<file path="src/rtl/adi_spi_master_pkg.sv">
// State encoding and counter sizing shared by the SPI initiator engine and its SCLK generator.
package adi_spi_master_pkg;

  typedef enum logic [2:0] {IDLE, SETUP, SHIFT, HOLD, GAP} state_t;

  localparam int HALF_CNT_W = 8;

  function automatic int edge_cnt_w(input int dlen);
    return $clog2(2 * dlen) + 1;
  endfunction

endpackage

</file>
<file path="src/rtl/adi_spi_master_sclk_gen.sv">
// SCLK generator: while run is high, toggles SCLK every CLK_DIV cycles, flagging each edge in the cycle before it
// appears on the pin; when run is low the counters clear and SCLK rests at CPOL, with no backpressure.
module adi_spi_master_sclk_gen
  import adi_spi_master_pkg::*;
#(
  parameter int CPOL    = 0,
  parameter int CLK_DIV = 2,
  parameter int DLEN    = 16
) (
  input  logic clk,
  input  logic resetn,
  input  logic run,
  output logic sclk,
  output logic lead_edge,
  output logic trail_edge,
  output logic first_edge,
  output logic last_edge
);

  localparam int ECW = edge_cnt_w(DLEN);
  localparam logic IDLE_LVL = (CPOL != 0);
  localparam logic [HALF_CNT_W-1:0] HALF_LAST = HALF_CNT_W'(CLK_DIV - 1);
  localparam logic [ECW-1:0] EDGE_LAST = ECW'(2 * DLEN - 1);

  logic [HALF_CNT_W-1:0] half_cnt;
  logic [ECW-1:0]        edge_cnt;
  logic                  tick;

  assign tick       = run && (half_cnt == HALF_LAST);
  assign lead_edge  = tick && (sclk == IDLE_LVL);
  assign trail_edge = tick && (sclk != IDLE_LVL);
  assign first_edge = tick && (edge_cnt == '0);
  assign last_edge  = tick && (edge_cnt == EDGE_LAST);

  always_ff @(posedge clk) begin
    if (!resetn || !run) begin
      half_cnt <= '0;
      edge_cnt <= '0;
      sclk     <= IDLE_LVL;
    end else if (tick) begin
      half_cnt <= '0;
      edge_cnt <= edge_cnt + ECW'(1);
      sclk     <= ~sclk;
    end else begin
      half_cnt <= half_cnt + HALF_CNT_W'(1);
    end
  end

endmodule

</file>
<file path="src/rtl/adi_spi_master_engine.sv">
// SPI initiator: one full-duplex MSB-first word per command; CS held CS_TO_SCLK+(2*DATA_DLENGTH+1)*CLK_DIV cycles.
// s_cmd_ready stays low while the single rx word is unconsumed; ADI_SPI_MASTER_LOOPBACK_EN makes rx sample MOSI.
module adi_spi_master_engine
  import adi_spi_master_pkg::*;
#(
  parameter int CPOL         = 0,
  parameter int CPHA         = 0,
  parameter int INV_CS       = 0,
  parameter int DATA_DLENGTH = 16,
  parameter int CLK_DIV      = 2,
  parameter int CS_TO_SCLK   = 2
) (
  input  logic                    clk,
  input  logic                    resetn,
  input  logic                    s_cmd_valid,
  output logic                    s_cmd_ready,
  input  logic [DATA_DLENGTH-1:0] s_cmd_data,
  output logic                    m_rx_valid,
  input  logic                    m_rx_ready,
  output logic [DATA_DLENGTH-1:0] m_rx_data,
  output logic                    busy,
  output logic                    spi_sclk,
  output logic                    spi_mosi,
  input  logic                    spi_miso,
  output logic                    spi_cs
);

  localparam logic CS_ON = (INV_CS != 0);
  localparam logic [HALF_CNT_W-1:0] SETUP_LAST = HALF_CNT_W'(CS_TO_SCLK - 1);
  localparam logic [HALF_CNT_W-1:0] DIV_LAST   = HALF_CNT_W'(CLK_DIV - 1);

  state_t                  state;
  logic [HALF_CNT_W-1:0]   cnt;
  logic [DATA_DLENGTH-2:0] tx_sr;
  logic [DATA_DLENGTH-1:0] rx_sr;
  logic lead_edge, trail_edge, first_edge, last_edge;
  logic sample_edge, shift_edge, rx_bit, rx_free_next;

  adi_spi_master_sclk_gen #(
    .CPOL    (CPOL),
    .CLK_DIV (CLK_DIV),
    .DLEN    (DATA_DLENGTH)
  ) u_sclk_gen (
    .clk        (clk),
    .resetn     (resetn),
    .run        (state == SHIFT),
    .sclk       (spi_sclk),
    .lead_edge  (lead_edge),
    .trail_edge (trail_edge),
    .first_edge (first_edge),
    .last_edge  (last_edge)
  );

  assign sample_edge = (CPHA != 0) ? trail_edge : lead_edge;
  // The opening leading edge (CPHA=1) and the closing trailing edge (CPHA=0) move no data out.
  assign shift_edge  = (CPHA != 0) ? (lead_edge && !first_edge) : (trail_edge && !last_edge);

`ifdef ADI_SPI_MASTER_LOOPBACK_EN
  logic unused_miso;
  assign unused_miso = spi_miso;
  assign rx_bit      = spi_mosi;
`else
  assign rx_bit      = spi_miso;
`endif

  // rx buffer occupancy one cycle ahead, so s_cmd_ready can be registered without a bubble.
  assign rx_free_next = !(m_rx_valid && !m_rx_ready);

  always_ff @(posedge clk) begin
    if (!resetn) begin
      state       <= IDLE;
      cnt         <= '0;
      tx_sr       <= '0;
      rx_sr       <= '0;
      s_cmd_ready <= 1'b0;
      m_rx_valid  <= 1'b0;
      m_rx_data   <= '0;
      busy        <= 1'b0;
      spi_mosi    <= 1'b0;
      spi_cs      <= ~CS_ON;
    end else begin
      if (m_rx_valid && m_rx_ready) m_rx_valid <= 1'b0;
      case (state)
        IDLE: begin
          if (s_cmd_valid && s_cmd_ready) begin
            state       <= SETUP;
            cnt         <= SETUP_LAST;
            tx_sr       <= s_cmd_data[DATA_DLENGTH-2:0];
            rx_sr       <= '0;
            spi_mosi    <= s_cmd_data[DATA_DLENGTH-1];
            spi_cs      <= CS_ON;
            busy        <= 1'b1;
            s_cmd_ready <= 1'b0;
          end else begin
            s_cmd_ready <= rx_free_next;
          end
        end
        SETUP: begin
          if (cnt == '0) state <= SHIFT;
          else cnt <= cnt - HALF_CNT_W'(1);
        end
        SHIFT: begin
          if (sample_edge) rx_sr <= {rx_sr[DATA_DLENGTH-2:0], rx_bit};
          if (shift_edge) begin
            spi_mosi <= tx_sr[DATA_DLENGTH-2];
            tx_sr    <= tx_sr << 1;
          end
          if (last_edge) begin
            state <= HOLD;
            cnt   <= DIV_LAST;
          end
        end
        HOLD: begin
          if (cnt == '0) begin
            state      <= GAP;
            cnt        <= DIV_LAST;
            spi_cs     <= ~CS_ON;
            spi_mosi   <= 1'b0;
            m_rx_data  <= rx_sr;
            m_rx_valid <= 1'b1;
          end else begin
            cnt <= cnt - HALF_CNT_W'(1);
          end
        end
        GAP: begin
          if (cnt == '0) begin
            state       <= IDLE;
            busy        <= 1'b0;
            s_cmd_ready <= rx_free_next;
          end else begin
            cnt <= cnt - HALF_CNT_W'(1);
          end
        end
        default: state <= IDLE;
      endcase
    end
  end

endmodule

</file>
<file path="config.mk">
export PLATFORM = sky130hd
export DESIGN_NAME = adi_spi_master_engine
export DESIGN_NICKNAME = d
export VERILOG_FILES = /design/src/rtl/adi_spi_master_pkg.sv /design/src/rtl/adi_spi_master_sclk_gen.sv /design/src/rtl/adi_spi_master_engine.sv
export SDC_FILE = /design/constraint.sdc
export NUM_CORES = 1
export LEC_CHECK = 0
export ABC_AREA = 1
export BUFFER_PORTS_ARGS = -buffer_cell sky130_fd_sc_hd__buf_2
export CAP_MARGIN = 20
export CORE_AREA = 2 2 104 76
export DETAILED_ROUTE_END_ITERATION = 6
export DIE_AREA = 0 0 106 78
export PLACE_DENSITY = 0.81
export SYNTH_ARGS = -nofsm -noshare
export SYNTH_HDL_FRONTEND = slang
export SYNTH_SLANG_ARGS = --single-unit
</file>
<file path="constraint.sdc">
create_clock -name clk -period 1.7 [get_ports clk]
set_input_delay 0.34 -clock clk [delete_from_list [all_inputs] [get_ports clk]]
set_output_delay 0.34 -clock clk [all_outputs]
set_load 0.01 [all_outputs]
</file>
Word level (Yosys, flattened, before mapping)

Index checks and enable logic that the tools add are counted.

Register bits after elaboration: 78
Input port bits: 21
Output and inout bits: 22
Word-level logic and storage cells: 95

Add/subtract/negate cells: 3
Eq/ne operators: 14
Muxes and demuxes: 32
Bitwise gates (word level): 1
Reductions and logical operators: 32

Operators with widths:

| cell                                                                | number |
|---|---|
| 16-bit two-way mux                                                  | 2 |
| 8-bit two-way mux                                                   | 4 |
| 16-bit case mux with 2 select lines                                 | 1 |
| 8-bit case mux with 4 select lines                                  | 1 |
| 15-bit two-way mux                                                  | 2 |
| 15-bit case mux with 2 select lines                                 | 1 |
| 2-bit != test (second input constant)                               | 8 |
| 3-bit two-way mux                                                   | 5 |
| 3-bit case mux with 5 select lines                                  | 1 |
| 3-bit AND reduction                                                 | 4 |
| 1-bit two-way mux                                                   | 11 |
| 8-bit by 1-bit adder with 8-bit output (second input constant)      | 1 |
| 8-bit by 1-bit == test with 1-bit output (second input constant)    | 1 |
| 1-bit logical AND                                                   | 8 |
| 8-bit zero test                                                     | 1 |
| 4-bit AND reduction                                                 | 2 |
| 8-bit by 1-bit subtractor with 8-bit output (second input constant) | 1 |
| 6-bit by 1-bit adder with 6-bit output (second input constant)      | 1 |
| 3-bit by 2-bit == test with 1-bit output (second input constant)    | 2 |
| 6-bit by 5-bit == test with 1-bit output (second input constant)    | 1 |
| 1-bit case mux with 2 select lines                                  | 3 |
| 2-bit nonzero test                                                  | 3 |
| 1-bit zero test                                                     | 5 |
| 5-bit AND reduction                                                 | 1 |
| other kinds (10)                                                    | 12 |

Longest topological paths before layout

Gate-level depths: netlist (run 1).

Depth after elaboration: 7
Mapped depth: 12
Depth with buffers taken out: 11

Modules after synthesis

A second synthesis (run 1) with hierarchy kept.

Cell total of the unflattened synthesis: 505
Area, all modules: 3661.0 um2

Modules (own cells, without submodules):

| module                  | times used | cells an instance | area an instance (um2) | sequential area each (um2) |
|---|---|---|---|---|
| adi_spi_master_engine   | 1          | 385               | 2790.2                 | 1261.2 |
| adi_spi_master_sclk_gen | 1          | 120               | 870.8                  | 300.3 |

Worst setup path before layout (run 1)

Ideal clock, no wire load.

Path type: reg2reg
From: reg u_sclk_gen.half_cnt[0]
To: reg rx_sr[6]
Setup time: 118 ps
Arrival: 1495 ps
Data required time: 1582 ps
Slack: 86 ps
Stages on the path, launching flop included: 10
Buffers on the path: 1
Clock period less this slack: 1614 ps
Cell sequence: dfxtp_1 -> ha_1 -> nand3_1 -> nor2_4 -> nand2_4 -> o21ai_4 -> nand2_1 -> nand2_2 -> buf_6 -> a21oi_2

Cells in the longest elaborated chain, start to end: 5

Ends and longest elaborated chain:

| what                                     | RTL line                      | RTL |
|---|---|---|
| start: declaration                       | adi_spi_master_sclk_gen.sv:25 | `logic [HALF_CNT_W-1:0] half_cnt;` |
| start signal: assignment                 | adi_spi_master_sclk_gen.sv:45 | `half_cnt <= half_cnt + HALF_CNT_W'(1);` |
| 8-bit by 1-bit == test with 1-bit output | adi_spi_master_sclk_gen.sv:29 | `assign tick = run && (half_cnt == HALF_LAST);` |
| 1-bit logical AND                        | adi_spi_master_sclk_gen.sv:29 |  |
| 1-bit logical AND                        | adi_spi_master_sclk_gen.sv:30 | `assign lead_edge = tick && (sclk == IDLE_LVL);` |
| 2-bit != test (no line)                  | n/a                           |  |
| 3-bit AND reduction (no line)            | n/a                           |  |
| end signal: assignment                   | adi_spi_master_engine.sv:103  | `if (sample_edge) rx_sr <= {rx_sr[DATA_DLENGTH-2:0], rx_bit};` |
| end: declaration                         | adi_spi_master_engine.sv:35   | `logic [DATA_DLENGTH-1:0] rx_sr;` |

No other way between the ends.
A chain may end at the register's enable or synchronous reset.

Final worst setup path (run 1)

From: reg u_sclk_gen.half_cnt[1]
To: reg rx_sr[11]

Same word-level chain as after synthesis.

==> run_results.csv, run 1 <==
group,metric,value,unit
layout,diodes,0,
clock_network,clk-insertion-delay-late,350,ps
power_and_ir_drop,leakage,1.92,nW
sta,hold_violations,0,
layout,layout-drive-gt1-share,0.219,
run_status,status,"finished clean",
floorplanning,start_util,0.511,
flow_run,cap_violations,0,
synth,synth_common_cells,"137 x nand2_1, 78 x dfxtp_1, 63 x nor2_1",
synth,synth_top_area_cell,"dfxtp_1",
power_and_ir_drop,p_sw,3.32,mW
hold_path,hp-class,"input pin to register",
placed_design,port_buffers,42,
floorplanning,dieHeight,78,µm
worst_setup_path,path_max_fanout,7,
synth,syn_nets,544,
global_routing,antenna_found_initial,0,
power_and_ir_drop,p_per_area,1740,nW/µm²
synth,synth_top_area_share,0.425,
synth,ys_seq_elements,78,
drt,via_per_inst,5.03,
power_and_ir_drop,intPower,4.26,mW
drt,drt_iter0_drc,182,
global_routing,grt_pass1_vias,3027,
global_routing,grt_pass1_wl,13.3,mm
synth,synthesis.area,3670,µm²
layout,area_growth,18.6,%
placed_design,finalWeightedCongestion,0.861,
clock_network,cts.clk_slew.worst_paths,90,ps
power_and_ir_drop,ir_drop,0.000753,V
sta,hold_ws,267,ps
sta,fin_setup_tns,0,ps
synth,synth_edf_count,0,
synth,yosysMostFrequentCell,"nand2_1",
synth,yosysSeqAreaShare,0.425,
sta,max_slew.worst_pin.slew,312,ps
sta,slew_headroom,0.791,
drt,dr.pass1.iters,5,
power_and_ir_drop,p_total,7.58,mW
worst_setup_path,crit_path_end_kind,"register",
sta,fin_crit_sh,0.956,
clock_network,root_buffer,"clkbuf_8",
synth,async_flop_share,0,
floorplanning,io_pins,43,
layout,utilization,0.606,
worst_setup_path,worstSetupPathType,"register to register",
synth,synthCells,519,
placed_design,placed_cell_area,4030,µm²
global_routing,grt_use_met2,0.323,
global_routing,grtUsageMet1,0.257,
clock_network,htree_levels,3,
placed_design,hpwl,5.69,mm
drt,drtAntennaViolNets,0,
worst_setup_path,cp-start-kind,"register",
global_routing,top_usage_layer,"met2",
global_routing,grt_overflow,0,
sta,fin_ws,75.0,ps
drt,wire_per_inst,12.0,µm
floorplanning,chipWidth,106,µm
global_routing,globalRouteMet3Util,0.0555,
global_routing,grt_max_degree,29,
synth,avgSynthCellArea,7.08,µm²
clock_network,cts_tree,"built",
floorplanning,dieArea,8270,µm²
layout,final_cell_area,4360,µm²
power_and_ir_drop,pwr-share-comb,0.465,
sta,fmax,615,MHz
sta,finClkSkew,8.63,ps
sta,setup_viol,0,
clock_network,numClockSinks,78,
floorplanning,coreArea,7190,µm²
worst_setup_path,arrival,1880,ps
drt,drt_wl_total,8.16,mm
synth,yosysUniqueCellTypes,34,
clock_network,cts_buffers,9,
power_and_ir_drop,swShare,0.438,
power_and_ir_drop,power_frac_seq,0.369,
sta,fin_crit,1620,ps
layout,stdcell_count,679,
drt,drt_drc_violations_left,0,
global_routing,grtUsageTotal,0.198,
worst_setup_path,crit_required,1950,ps
synth,synth_warnings,0,
floorplanning,fp-row-count,26,
drt,num_vias,3413,
synth,synth_area_leaders,"dfxtp_1 42%, nand2_1 14%, a21oi_1 8.3%",
power_and_ir_drop,pwr-share-clk,0.167,
placed_design,dp.cells,658,
layout,fin_nets,601,
clock_network,clockBufferDepth,2,
placed_design,pre_cts_ws,-44.5,ps
sta,drv_slew,0,
synth,synth_flop_cell,"dfxtp_1",
critical path, stage by stage, from the launching register on:
cell       delay (ps)
dfxtp_2           330
inv_1              50
ha_2              180
nand3_2           100
nor2_4            150
nand2_4           100
o21ai_4           140
nand2_1           110
nand2_4           140
clkbuf_16         170
a21oi_2            50
final cells by class:
type                            count  area (µm²)
Fill cell                         675        2830
Multi-Input combinational cell    368        1850
Sequential cell                    78        1560
Timing Repair Buffer               66         424
Inverter                           53         209
Clock buffer                        9         124
Tap cell                           98         123
Clock inverter                      7        58.8
worst paths after layout:
| kind | from | slack (ps) | cells past startpoint | end |
|---|---|---|---|---|
| worst min-delay path | spi_miso | 270 | 3 | rx_sr[0] |
| worst max-delay path | u_sclk_gen.half_cnt[1] | 80 | 10 | rx_sr[11] |
| worst max register to register | u_sclk_gen.half_cnt[1] | 80 | 10 | rx_sr[11] |
| worst min register to register | m_rx_data[6] | 440 | 2 | m_rx_data[6] |
layer usage:
| metal | share of wire | vias up |
|---|---|---|
| met3 | 0.063 | 9 |
| met4 | 0.0085 | 0 |
| li1 | - | 1783 |
| met1 | 0.46 | 1533 |
| met2 | 0.47 | 88 |
| met5 | 0 | - |
what timing repair did:
item	in CTS	in global routing
cloned	0	1
pin swaps	0	5
resized for setup	1	21
endpoints found under the setup margin	18	51
setup buffers	0	4
hold buffers	0	0
cell usage in the layout (no fill, tap or decap), drive strengths merged:
cell,n
nand2,144
dfxtp,78
a21oi,71
nor2,67
buf,65
inv,55
o21ai,42
nand3,19
clkbuf,10
nand4,8
or2,5
ha,4
xor2,3
clkinv,3
nor3,2
nor3b,2
clkinvlp,2
o211ai,1
power by group through the flow:
stage	combinational (mW)	clock, mW	sequential, mW
floorplan	2.45	0	2.77
global placement	3.08	0	2.79
CTS	3.23	1.29	2.78
detailed placement	3.21	0	2.82
finish	3.52	1.26	2.80
global route	3.96	1.38	2.86
registers in the layout, indices dropped and copies added (netlist names):
| name | count |
|---|---|
| m_rx_data | 16 |
| rx_sr | 16 |
| tx_sr | 15 |
| cnt | 8 |
| u_sclk_gen.half_cnt | 8 |
| u_sclk_gen.edge_cnt | 6 |
| state | 3 |
| busy | 1 |
| m_rx_valid | 1 |
| s_cmd_ready | 1 |
| spi_cs | 1 |
| spi_mosi | 1 |
| u_sclk_gen.sclk | 1 |
logic make-up (layout without fill, tap and decap cells):
family                     after synthesis  after routing  synth area share
xor gates and xnor gates                 3              3           0.00715
buffers and inverters                   73            135            0.0912
AOI/OAI and AO/OA                      114            114             0.169
and+or+nand+nor                        247            247             0.294
DFF                                     78             78             0.425
adders and majority gates                4              4            0.0136
(Power assumes the default switching activity.)
==> run 2, diff against run 1 <==
--- a/config.mk
+++ b/config.mk
@@ -11,7 +11,7 @@
 export CORE_AREA = 2 2 104 76
 export DETAILED_ROUTE_END_ITERATION = 6
 export DIE_AREA = 0 0 106 78
-export PLACE_DENSITY = 0.81
+export PLACE_DENSITY = 0.78
 export SYNTH_ARGS = -nofsm -noshare
 export SYNTH_HDL_FRONTEND = slang
 export SYNTH_SLANG_ARGS = --single-unit
==> constraint.sdc (replaced) <==
create_clock -name clk -period 1.8 [get_ports clk]
set_input_delay 0.36 -clock clk [delete_from_list [all_inputs] [get_ports clk]]
set_output_delay 0.36 -clock clk [all_outputs]
set_load 0.01 [all_outputs]
==> run_results.csv, run 2 (synthesized netlist as in run 1, its figures left out) <==
group,metric,value,unit
hold_path,hold_depth,3,
worst_setup_path,slowest_delay,330,ps
floorplanning,chipWidth,106,µm
drt,drtAntennaViolNets,0,
power_and_ir_drop,leakage,1.89,nW
sta,hold_ws,263,ps
drt,via_per_inst,5.03,
sta,fin_ws,172,ps
clock_network,postCtsHoldBufs,0,
worst_setup_path,crit_required,2080,ps
sta,fmax,614,MHz
worst_setup_path,path_cells,"inv_1 > ha_1 > nand2_1 > nor2_1 > nand3_1 > inv_1 > nand2_4 > buf_4 > a21oi_1",
worst_setup_path,cp-start-kind,"register",
sta,setup_viol,0,
worst_setup_path,crit_path_end_kind,"register",
worst_setup_path,arrival,1910,ps
placed_design,finalWeightedCongestion,0.902,
layout,diodes,0,
sta,fin_setup_tns,0,ps
layout,final_common_cell,"nand2_1",
clock_network,clockBufferDepth,2,
floorplanning,io_pins,43,
drt,drt_wl_total,7.63,mm
sta,fin_crit,1630,ps
layout,fin_nets,596,
worst_setup_path,worst_r2r_startpoint,"cnt[0]",
sta,max_slew.worst_pin.slew,384,ps
worst_setup_path,path_max_fanout,25,
floorplanning,dieArea,8270,µm²
placed_design,hpwl,5.49,mm
drt,drt_drc_violations_left,0,
worst_setup_path,reg2reg_slack,170,ps
sta,slew_headroom,0.743,
clock_network,numClockSinks,78,
worst_setup_path,ff2ff_path_depth,9,
hold_path,worstHoldStart,"spi_miso",
worst_setup_path,rr_endpoint,"m_rx_data[9]",
layout,reg.largest.list,"m_rx_data x16, rx_sr x16, tx_sr x15",
floorplanning,fp-row-count,26,
clock_network,cts_tree,"built",
worst_setup_path,worstSetupPathType,"register to register",
drt,wire_per_inst,11.3,µm
layout,utilization,0.591,
worst_setup_path,cp_slowest_cell,"dfxtp_1",
worst_setup_path,crit_family,"simple AND/OR/NAND/NOR gates",
global_routing,grt_use_met2,0.326,
global_routing,grt_pass1_vias,3038,
layout,area_growth,15.6,%
placed_design,port_buffers,42,
drt,drt_iter0_drc,168,
clock_network,root_buffer,"clkbuf_8",
clock_network,clk-insertion-delay-late,350,ps
sta,rsz0062_at_grt,"no",
global_routing,antenna_found_initial,0,
sta,fin_crit_sh,0.904,
floorplanning,start_util,0.511,
hold_path,hp-class,"input pin to register",
hold_path,whs_endpoint,"rx_sr[0]",
sta,drv_slew,0,
global_routing,grtUsageTotal,0.193,
clock_network,htree_levels,3,
power_and_ir_drop,p_per_area,1660,nW/µm²
drt,dr.pass1.iters,4,
clock_network,cts.clk_slew.worst_paths,80,ps
layout,layout_common_cells,"137 x nand2_1, 78 x dfxtp_1, 63 x nor2_1, 61 x a21oi_1, 47 x inv_1",
placed_design,placed_cell_area,4030,µm²
placed_design,pre_cts_ws,53.2,ps
sta,finClkSkew,5.52,ps
worst_setup_path,crit_top_cell,"inv_1",
floorplanning,coreArea,7190,µm²
flow_run,cap_violations,0,
global_routing,grt_pass1_wl,13.0,mm
clock_network,post_cts_resized,0,
run_status,status,"finished clean",
global_routing,grt_max_degree,39,
global_routing,grtUsageMet1,0.240,
global_routing,grt_overflow,0,
sta,hold_violations,0,
clock_network,postCtsSetupBuffers,0,
global_routing,globalRouteMet3Util,0.0613,
clock_network,cts_buffers,9,
power_and_ir_drop,ir_drop,0.000734,V
layout,layout-drive-gt1-share,0.193,
worst_setup_path,cp_num_buf_inv,3,
floorplanning,dieHeight,78,µm
layout,final_cell_area,4250,µm²
drt,num_vias,3389,
global_routing,top_usage_layer,"met2",
[run 2: changes by cell type in the layout (fill, tap and decap cells not counted), moves of 2 or more]
| cell | before | now |
|---|---|---|
| dfxtp_2 | 2 | 0 |
| nand3_2 | 3 | 1 |
| buf_4 | 21 | 18 |
| ha_1 | 2 | 4 |
| dfxtp_1 | 76 | 78 |
| nand3_1 | 15 | 18 |
[run 2: per-stage QoR]
stage	total power, mW	instances
final	7.04	674
after global routing	7.58	674
after CTS	7.04	674
after detailed placement	5.68	658
after global placement	5.58	658
after floorplan	4.93	519
[run 2: worst max-delay path by stage]
| stage | to | start | cells after the start | slack, ps |
|---|---|---|---|---|
| global placement | m_rx_data[15] | cnt[0] | 9 | 150 |
| floorplan | rx_sr[6] | u_sclk_gen.half_cnt[0] | 9 | 190 |
| global route | m_rx_data[9] | cnt[0] | 9 | 10 |
| detailed placement | m_rx_data[9] | cnt[0] | 9 | 50 |
| CTS | m_rx_data[9] | cnt[0] | 9 | 30 |
| finish | m_rx_data[9] | cnt[0] | 9 | 170 |
[run 2: worst min-delay path, cell delays in order]
cell and delay [ps]:
buf_2 100, nand2_1 50, a21oi_1 60
[run 2: area by class of cell]
class,instances,area [µm²]
tap,98,123
clock buffer,9,124
fill,667,2940
multi-input combinational,368,1790
inverter,53,206
timing repair buffer,61,365
clock inverter,7,82.6
sequential,78,1560
[run 2: per-layer routing]
metal	vias to the layer above	share of wire
met3	7	0.048
met1	1537	0.48
li1	1761	-
met5	-	0
met4	0	0.0066
met2	84	0.47
[run 2: power breakdown]
group	leakage (nW)	switching, mW	total (mW)	internal, mW
clock network	0.0980	0.690	1.35	0.659
logic	1.15	1.94	3.07	1.12
registers	0.637	0.358	2.62	2.26
==> run 3, diff against run 2 <==
--- a/config.mk
+++ b/config.mk
@@ -8,10 +8,10 @@
 export ABC_AREA = 1
 export BUFFER_PORTS_ARGS = -buffer_cell sky130_fd_sc_hd__buf_2
 export CAP_MARGIN = 20
-export CORE_AREA = 2 2 104 76
+export CORE_AREA = 8 8 81 111
 export DETAILED_ROUTE_END_ITERATION = 6
-export DIE_AREA = 0 0 106 78
-export PLACE_DENSITY = 0.78
+export DIE_AREA = 0 0 89 119
+export PLACE_DENSITY = 0.77
 export SYNTH_ARGS = -nofsm -noshare
 export SYNTH_HDL_FRONTEND = slang
 export SYNTH_SLANG_ARGS = --single-unit
==> run_results.csv, run 3 (synthesized netlist as in run 1, its figures left out) <==
group,metric,value,unit
clock_network,postCtsHoldBufs,0,
floorplanning,coreArea,7310,µm²
layout,area_growth,15.4,%
placed_design,finalWeightedCongestion,0.802,
sta,fmax,607,MHz
worst_setup_path,ff2ff_path_depth,7,
placed_design,dp.cells,654,
sta,max_slew.worst_pin.slew,451,ps
global_routing,grt_pass1_vias,3245,
drt,dr.pass1.iters,5,
hold_path,worstHoldStart,"spi_miso",
flow_run,cap_violations,0,
run_status,status,"finished clean",
floorplanning,chipWidth,89,µm
drt,drt_drc_violations_left,0,
floorplanning,dieHeight,119,µm
clock_network,cts.clk_slew.worst_paths,80,ps
sta,fin_crit,1650,ps
layout,reg.largest.list,"m_rx_data x16, rx_sr x16, tx_sr x15",
worst_setup_path,reg2reg_slack,150,ps
layout,diodes,0,
hold_path,hp-class,"input pin to register",
sta,setup_viol,0,
clock_network,clockBufferDepth,2,
global_routing,antenna_found_initial,0,
hold_path,whs_endpoint,"rx_sr[0]",
worst_setup_path,rr_endpoint,"cnt[0]",
hold_path,hold_depth,3,
drt,drt_iter0_drc,161,
clock_network,postCtsSetupBuffers,0,
layout,utilization,0.580,
placed_design,port_buffers,42,
worst_setup_path,worstSetupPathType,"register to register",
worst_setup_path,crit_path_end_kind,"register",
layout,layout_common_cells,"137 x nand2_1, 78 x dfxtp_1, 63 x nor2_1, 59 x a21oi_1, 46 x inv_1",
clock_network,root_buffer,"clkbuf_8",
clock_network,cts_tree,"built",
sta,drv_slew,0,
layout,layout-drive-gt1-share,0.197,
floorplanning,dieArea,10600,µm²
layout,final_common_cell,"nand2_1",
drt,drt_wl_total,7.80,mm
global_routing,grt_pass1_wl,13.7,mm
floorplanning,fp-row-count,37,
global_routing,grt_max_degree,29,
power_and_ir_drop,leakage,1.86,nW
power_and_ir_drop,p_per_area,1650,nW/µm²
sta,hold_violations,0,
global_routing,grtUsageTotal,0.159,
drt,wire_per_inst,11.6,µm
worst_setup_path,cp-start-kind,"register",
global_routing,grt_overflow,0,
sta,fin_crit_sh,0.916,
clock_network,htree_levels,3,
drt,drtAntennaViolNets,0,
layout,final_cell_area,4240,µm²
floorplanning,io_pins,43,
layout,stdcell_count,670,
worst_setup_path,path_max_fanout,8,
clock_network,cts_buffers,9,
clock_network,numClockSinks,78,
drt,num_vias,3334,
sta,slew_headroom,0.699,
worst_setup_path,worst_r2r_startpoint,"state[2]",
placed_design,hpwl,5.78,mm
clock_network,clk-insertion-delay-late,350,ps
placed_design,placed_cell_area,4000,µm²
power_and_ir_drop,ir_drop,0.000925,V
sta,finClkSkew,11.4,ps
drt,via_per_inst,4.98,
floorplanning,start_util,0.502,
layout,fin_nets,593,
worst_setup_path,crit_required,2080,ps
worst_setup_path,arrival,1930,ps
run 3: cell types whose count changed in the layout (fill, tap and decap cells not counted), sizes merged:
| cell | delta |
|---|---|
| clkinv | -1 |
| buf | -3 |
| inv | +1 |
run 3: worst max-delay path by stage:
stage / start / endpoint / slack, ps / cells after the start
finish: state[2] / cnt[0] / 150 / 7
floorplan: u_sclk_gen.half_cnt[0] / rx_sr[6] / 190 / 9
detailed placement: cnt[0] / m_rx_data[0] / -7 / 9
global route: u_sclk_gen.half_cnt[0] / cnt[0] / -5 / 9
global placement: cnt[0] / m_rx_data[0] / 60 / 9
CTS: u_sclk_gen.half_cnt[0] / rx_sr[1] / 50 / 8
run 3: power by group:
part	switching [mW]	internal [mW]
Combinational	1.97	1.09
Sequential	0.363	2.26
Clock	0.670	0.657
Total	3.00	4.01
run 3: area by class of cell:
class	count	area, µm²
Inverter	53	209
Fill cell	725	3070
Tap cell	97	121
Multi-Input combinational cell	368	1820
Timing Repair Buffer	58	330
Clock inverter	7	80.1
Clock buffer	9	124
Sequential cell	78	1560
run 3: critical path: stages, from the launching register on:
cell     delay, ps
dfxtp_1        600
inv_1          140
o21ai_1        180
a21oi_1        130
nand3_2        170
buf_4          170
nand2_1         50
a21oi_1        140
run 3: stage by stage:
| stage | power (mW) | hold WS (ps) | setup WS [ps] | setup TNS, ps |
|---|---|---|---|---|
| after global placement | 5.51 | 429 | 59.4 | 0 |
| after floorplan | 4.93 | 423 | 186 | 0 |
| final | 7.00 | 273 | 152 | 0 |
| after detailed placement | 5.61 | 434 | -7.18 | -7.18 |
| after CTS | 6.95 | 257 | 52.9 | 0 |
| after global routing | 7.62 | 263 | -5.16 | -8.36 |
run 3: what timing repair did:
item / 4_1_cts / 5_1_grt
endpoints found under the setup margin: 2 / 38
pin swaps: 0 / 1
resized for setup: 2 / 10
run 3: routing by layer:
metal	GRT usage	wire (µm)
met1	0.176	3410
met2	0.272	3860
met3	0.0509	393
met4	0.0596	139
met5	0	0
